## src/rtl/v_upd_ingress.sv

```systemverilog
// +--------------------------------------------------------------------------+
// | v_upd_ingress : update-command FIFO and gap-paced issue controller that  |
// | feeds the list engine's update bus.                                      |
// | Revision 1.0                                                             |
// +--------------------------------------------------------------------------+
`default_nettype none

package v_pkg;
  typedef logic [7:0]  id_t;
  typedef logic [3:0]  cmd_t;
  typedef logic [31:0] key_t;
  typedef logic [15:0] size_t;
endpackage

module v_upd_ingress #(
  parameter int DEPTH     = 8,
  parameter int ISSUE_GAP = 1,
  parameter int GAP_W     = 4
) (
  input  logic                     clk,
  input  logic                     rst_n,
  input  logic                     i_in_vld,
  output logic                     o_in_rdy,
  input  v_pkg::id_t               i_in_prod_id,
  input  v_pkg::cmd_t              i_in_cmd,
  input  v_pkg::key_t              i_in_key,
  input  v_pkg::size_t             i_in_size,
  input  logic                     i_busy_r,
  input  logic                     i_flush,
  output logic                     o_upd_vld_r,
  output v_pkg::id_t               o_upd_prod_id_r,
  output v_pkg::cmd_t              o_upd_cmd_r,
  output v_pkg::key_t              o_upd_key_r,
  output v_pkg::size_t             o_upd_size_r,
  output logic [$clog2(DEPTH):0]   o_occupancy_r,
  output logic                     o_empty,
  output logic                     o_ovf_r,
  output logic [31:0]              o_issue_cnt_r
);

  localparam int c_AW = $clog2(DEPTH);
  localparam int c_OW = c_AW + 1;

  typedef struct packed {
    v_pkg::id_t   prod_id;
    v_pkg::cmd_t  cmd;
    v_pkg::key_t  key;
    v_pkg::size_t size;
  } entry_t;

  entry_t            r_mem [DEPTH];
  logic [c_AW-1:0]   r_wr_ptr;
  logic [c_AW-1:0]   r_rd_ptr;
  logic [GAP_W-1:0]  r_gap;
  logic              w_full;
  logic              w_push;
  logic              w_issue;
  entry_t            w_head;
  entry_t            w_in;

  // Full/empty come from the occupancy register so that issue never depends
  // combinationally on the upstream inputs.
  assign w_full   = (o_occupancy_r == c_OW'(DEPTH));
  assign o_empty  = (o_occupancy_r == '0);
  assign o_in_rdy = rst_n & ~w_full & ~i_flush;
  assign w_push   = i_in_vld & o_in_rdy;
  assign w_issue  = ~o_empty & ~i_busy_r & (r_gap == '0) & ~i_flush;
  assign w_head   = r_mem[r_rd_ptr];
  assign w_in     = '{prod_id: i_in_prod_id, cmd: i_in_cmd, key: i_in_key, size: i_in_size};

  always_ff @(posedge clk) begin
    if (w_push) begin
      r_mem[r_wr_ptr] <= w_in;
    end
  end

  always_ff @(posedge clk or negedge rst_n) begin
    if (!rst_n) begin
      r_wr_ptr        <= '0;
      r_rd_ptr        <= '0;
      r_gap           <= '0;
      o_occupancy_r   <= '0;
      o_upd_vld_r     <= 1'b0;
      o_upd_prod_id_r <= '0;
      o_upd_cmd_r     <= '0;
      o_upd_key_r     <= '0;
      o_upd_size_r    <= '0;
      o_ovf_r         <= 1'b0;
      o_issue_cnt_r   <= '0;
    end else begin
      if (i_in_vld && !o_in_rdy) begin
        o_ovf_r <= 1'b1;
      end

      o_upd_vld_r <= w_issue;
      if (w_issue) begin
        o_upd_prod_id_r <= w_head.prod_id;
        o_upd_cmd_r     <= w_head.cmd;
        o_upd_key_r     <= w_head.key;
        o_upd_size_r    <= w_head.size;
        r_gap           <= GAP_W'(ISSUE_GAP);
        if (o_issue_cnt_r != 32'hFFFF_FFFF) begin
          o_issue_cnt_r <= o_issue_cnt_r + 32'd1;
        end
      end else if (r_gap != '0) begin
        r_gap <= r_gap - 1'b1;
      end

      if (i_flush) begin
        r_wr_ptr      <= '0;
        r_rd_ptr      <= '0;
        o_occupancy_r <= '0;
      end else begin
        if (w_push) begin
          r_wr_ptr <= r_wr_ptr + 1'b1;
        end
        if (w_issue) begin
          r_rd_ptr <= r_rd_ptr + 1'b1;
        end
        if (w_push && !w_issue) begin
          o_occupancy_r <= o_occupancy_r + 1'b1;
        end else if (!w_push && w_issue) begin
          o_occupancy_r <= o_occupancy_r - 1'b1;
        end
      end
    end
  end

endmodule

`default_nettype wire

```

## config.mk

```make
export PLATFORM = sky130hd
export DESIGN_NAME = v_upd_ingress
export DESIGN_NICKNAME = d
export VERILOG_FILES = /design/src/rtl/v_upd_ingress.sv
export SDC_FILE = /design/constraint.sdc
export NUM_CORES = 1
export LEC_CHECK = 0
export BUFFER_PORTS_ARGS = -buffer_cell sky130_fd_sc_hd__buf_2
export CORE_UTILIZATION = 60
export CTS_CLUSTER_DIAMETER = 30
export DETAILED_ROUTE_END_ITERATION = 8
export PLACE_DENSITY = 0.78
export SLEW_MARGIN = 20
export SYNTH_ARGS = -nofsm -noshare
export SYNTH_HDL_FRONTEND = slang
export SYNTH_SLANG_ARGS = --single-unit
```

## constraint.sdc

```tcl
create_clock -name clk -period 7.8 [get_ports clk]
set_input_delay 0 -clock clk [delete_from_list [all_inputs] [get_ports clk]]
set_output_delay 0 -clock clk [all_outputs]
set_load 0.02 [all_outputs]
```

==> impl_metrics.env <==
export IMPL_outcome="finished clean"
export IMPL_synth_top_area_cell="edfxtp_1"
export IMPL_clockBufferDepth=3
export IMPL_drc=0
export IMPL_grt_antenna_before_repair=2
export IMPL_setup_tns_ns=0
export IMPL_synth_top_area_share_pct=64.3
export IMPL_dieHeight_um=195
export IMPL_yosys_register_bits=588
export IMPL_layout_nets=1507
export IMPL_synth_area_leaders="edfxtp_1, dfrtp_1, mux4_2, mux2i_1, nand2_1"
export IMPL_synthCells=1132
export IMPL_top_layer="met4"
export IMPL_drt_iter0_drc=880
export IMPL_seq_area_frac_synth_pct=76.3
export IMPL_clkLatencyLatePin_ns=0.64
export IMPL_max_cap_violations=0
export IMPL_io_buffers=164
export IMPL_critPathMaxStageDelay_ns=0.75
export IMPL_p_per_area_mw_per_mm2=337
export IMPL_internal_power_uw=7290
export IMPL_route_met3_wl_um=3450
export IMPL_start_util_pct=61.1
export IMPL_slew_headroom_pct=30.2
export IMPL_cp_required_ns=8.29
export IMPL_clock_skew_final_ns=0.0271
export IMPL_maxSlewViolCount=0
export IMPL_ios=165
export IMPL_swShare_pct=23.9
export IMPL_crit_top_cell="ha_1"
export IMPL_rsz0062_at_grt="no"
export IMPL_fin_crit_sh_pct=44.1
export IMPL_finalHoldViolCount=0
export IMPL_wl_met1_um=19900
export IMPL_fillers=1869
export IMPL_cts_tree="yes"
export IMPL_worstMarginPinSlew_ns=1.05
export IMPL_syn_area_mm2=0.0224
export IMPL_cp_max_fo=60
export IMPL_drive_above_1_share_pct=33.3
export IMPL_htreeDepth=3
export IMPL_numCtsBuffers=107
export IMPL_drtPass1Iterations=5
export IMPL_wl_per_cell_um=24.7
export IMPL_crit_path_start_kind="flop"
export IMPL_dpl_hpwl_um=23400
export IMPL_grt_max_degree=83
export IMPL_min_path_type="input port to async pin"
export IMPL_die_w_um=195
export IMPL_comb_power_share_pct=8.6
export IMPL_leakagePower_uw=0.0102
export IMPL_grt_pass1_wl_um=75700
export IMPL_syn_avg_cell_area_um2=19.8
export IMPL_crit_arrival_ns=3.94
export IMPL_p_total_uw=9590
export IMPL_cts_setup_buffers=0
export IMPL_cp_cell_sequence="inv_1 > ha_1 > or3b_4 > or4_4 > nand2_1 > ha_1 > a21o_1 > a21oi_1 > mux2i_1 > mux2_1"
export IMPL_setup_violations=0
export IMPL_cts_sinks=588
export IMPL_routed_via_count=12000
export IMPL_ys_top_cells_by_count="edfxtp_1, mux4_2, dfrtp_1, nand2_1, mux2i_1"
export IMPL_ir_drop_mv=0.277
export IMPL_end_kind="flop"
export IMPL_grt_overflow=0
export IMPL_clkPwrFrac_pct=52.5
export IMPL_post_cts_resized=0
export IMPL_gp_congestion=0.765
export IMPL_root_buffer="clkbuf_16"
export IMPL_grt_usage_pct=26.9
export IMPL_synth_edff_count=480
export IMPL_crit_type="flop to flop"
export IMPL_slowest_stage="or4_4"
export IMPL_yosysUniqueCellTypes=44
export IMPL_grt_pass1_vias=13000
export IMPL_p_switching_uw=2300
export IMPL_p_seq_share_pct=38.9
export IMPL_met2WireLength_um=25100
export IMPL_die_area_mm2=0.0382
export IMPL_postRouteAntennaNets=0
export IMPL_synthesis_nets=1204
export IMPL_ys_warn_count=0
export IMPL_synthFlopType="edfxtp_1"
export IMPL_clk_pin_slew_ns=0.05
export IMPL_totalWireLength_um=49300
export IMPL_layout_min_cycle_time_ns=3.44
export IMPL_viasPerCell=6.01
export IMPL_area_growth_syn_to_layout_pct=26.9
export IMPL_async_flop_share_pct=18.4
export IMPL_coreArea_mm2=0.0367
export IMPL_fp_row_count=70
export IMPL_synth_most_common_cell="edfxtp_1"
export IMPL_clock_fmax_mhz=290
[state kept, by name (all words and copies together), names as in the netlist]
register / count
o_upd_vld_r: 1
o_upd_key_r: 32
r_rd_ptr: 3
r_wr_ptr: 3
r_gap: 4
o_upd_size_r: 16
o_occupancy_r: 4
o_upd_cmd_r: 4
o_ovf_r: 1
o_issue_cnt_r: 32
r_mem: 480
o_upd_prod_id_r: 8
[worst paths after layout]
| kind | from | to | slack [ns] | cells after the start |
|---|---|---|---|---|
| worst max-delay path | r_gap[0] | o_occupancy_r[3] | 4.36 | 10 |
| worst min register to register | o_upd_cmd_r[0] | o_upd_cmd_r[0] | 0.47 | 2 |
| min in group clk | i_busy_r | r_rd_ptr[1] | 0.03 | 4 |
| max in group asynchronous | rst_n | r_rd_ptr[2] | 6.34 | 3 |
| worst max register to register | r_gap[0] | o_occupancy_r[3] | 4.36 | 10 |
| worst min-delay path | rst_n | o_issue_cnt_r[7] | 0.003 | 2 |
[metrics by stage]
step	cells	hold slack (ns)	setup slack (ns)	instance area (µm²)	util, %
2_1_floorplan	1132	-0.296	1.33	22400	-
3_3_place_gp	1729	0.0997	4.38	23800	64.9
3_5_place_dp	1729	0.101	4.25	23800	64.9
4_1_cts	1998	0.000461	4.34	28500	77.5
5_1_grt	1999	0.0509	4.19	28500	77.6
6_report	2000	0.00326	4.36	28500	77.6
[final cells by class]
type | instances | area [µm²] | share of cell area (%)
multi-input combinational | 481 | 5100 | 17.9
inverter | 10 | 37.5 | 0.132
tap | 468 | 586 | 2.06
antenna | 2 | 5.00 | 0.0176
clock buffer | 117 | 2750 | 9.64
sequential | 588 | 17100 | 60.2
timing repair buffer | 247 | 1620 | 5.70
clock inverter | 87 | 1240 | 4.36
[repair_timing]
item | CTS | global route
hold endpoints to repair | 537 | 0
endpoints found under the setup margin | 0 | 0
hold buffers | 65 | 0
[power groups by stage]
stage / clock [µW] / sequential [µW] / combinational [µW]
2_1_floorplan: 0 / 3930 / 292
3_3_place_gp: 0 / 3770 / 754
3_5_place_dp: 0 / 3780 / 782
4_1_cts: 5080 / 3730 / 834
5_1_grt: 5230 / 3750 / 887
6_report: 5030 / 3730 / 825
[cell families after synthesis]
group / Yosys count / share of synthesized area, %
buf+inv: 63 / 1.19
mux: 184 / 14.9
simple gates: 179 / 3.81
xor+xnor: 37 / 1.44
flops: 588 / 76.3
compound gates: 74 / 1.90
fa+ha+maj: 7 / 0.424
[layout by cell type, fill, tap and decap left out, types with 3 or more instances in the layout]
master	n
dfrtp_1	105
clkinv_4	15
mux4_2	120
clkinv_1	8
nand3_1	19
inv_6	9
mux2i_1	63
nor2_1	20
dlygate4sd3_1	65
and2_1	3
nand2b_1	3
clkbuf_8	3
clkinv_2	15
nor3b_2	3
xor2_1	9
nor3_1	8
edfxtp_1	480
and3_1	10
buf_2	163
dfrtp_4	3
clkbuf_16	107
o21ai_0	53
bufinv_16	25
buf_4	18
xnor2_1	28
clkbuf_1	7
nand4_1	10
nor4_1	3
o21ai_1	10
clkinvlp_4	11
ha_1	6
nand2_1	84
inv_1	8
[per-layer routing]
metal	vias up	global-route usage (%)
met5	-	0
met3	64	5.82
met2	536	44.6
met1	6265	35.6
met4	0	9.54
li1	5163	-
[critical path, delay by kind of cell (launching register included)]
kind            cells  cell delay, ns
compound gates      2            0.36
fa+ha+maj           2            0.49
buf+inv             1            0.09
flops               1            0.39
mux                 2            0.55
simple gates        3            1.44
Power figures use the tool's default switching activity.
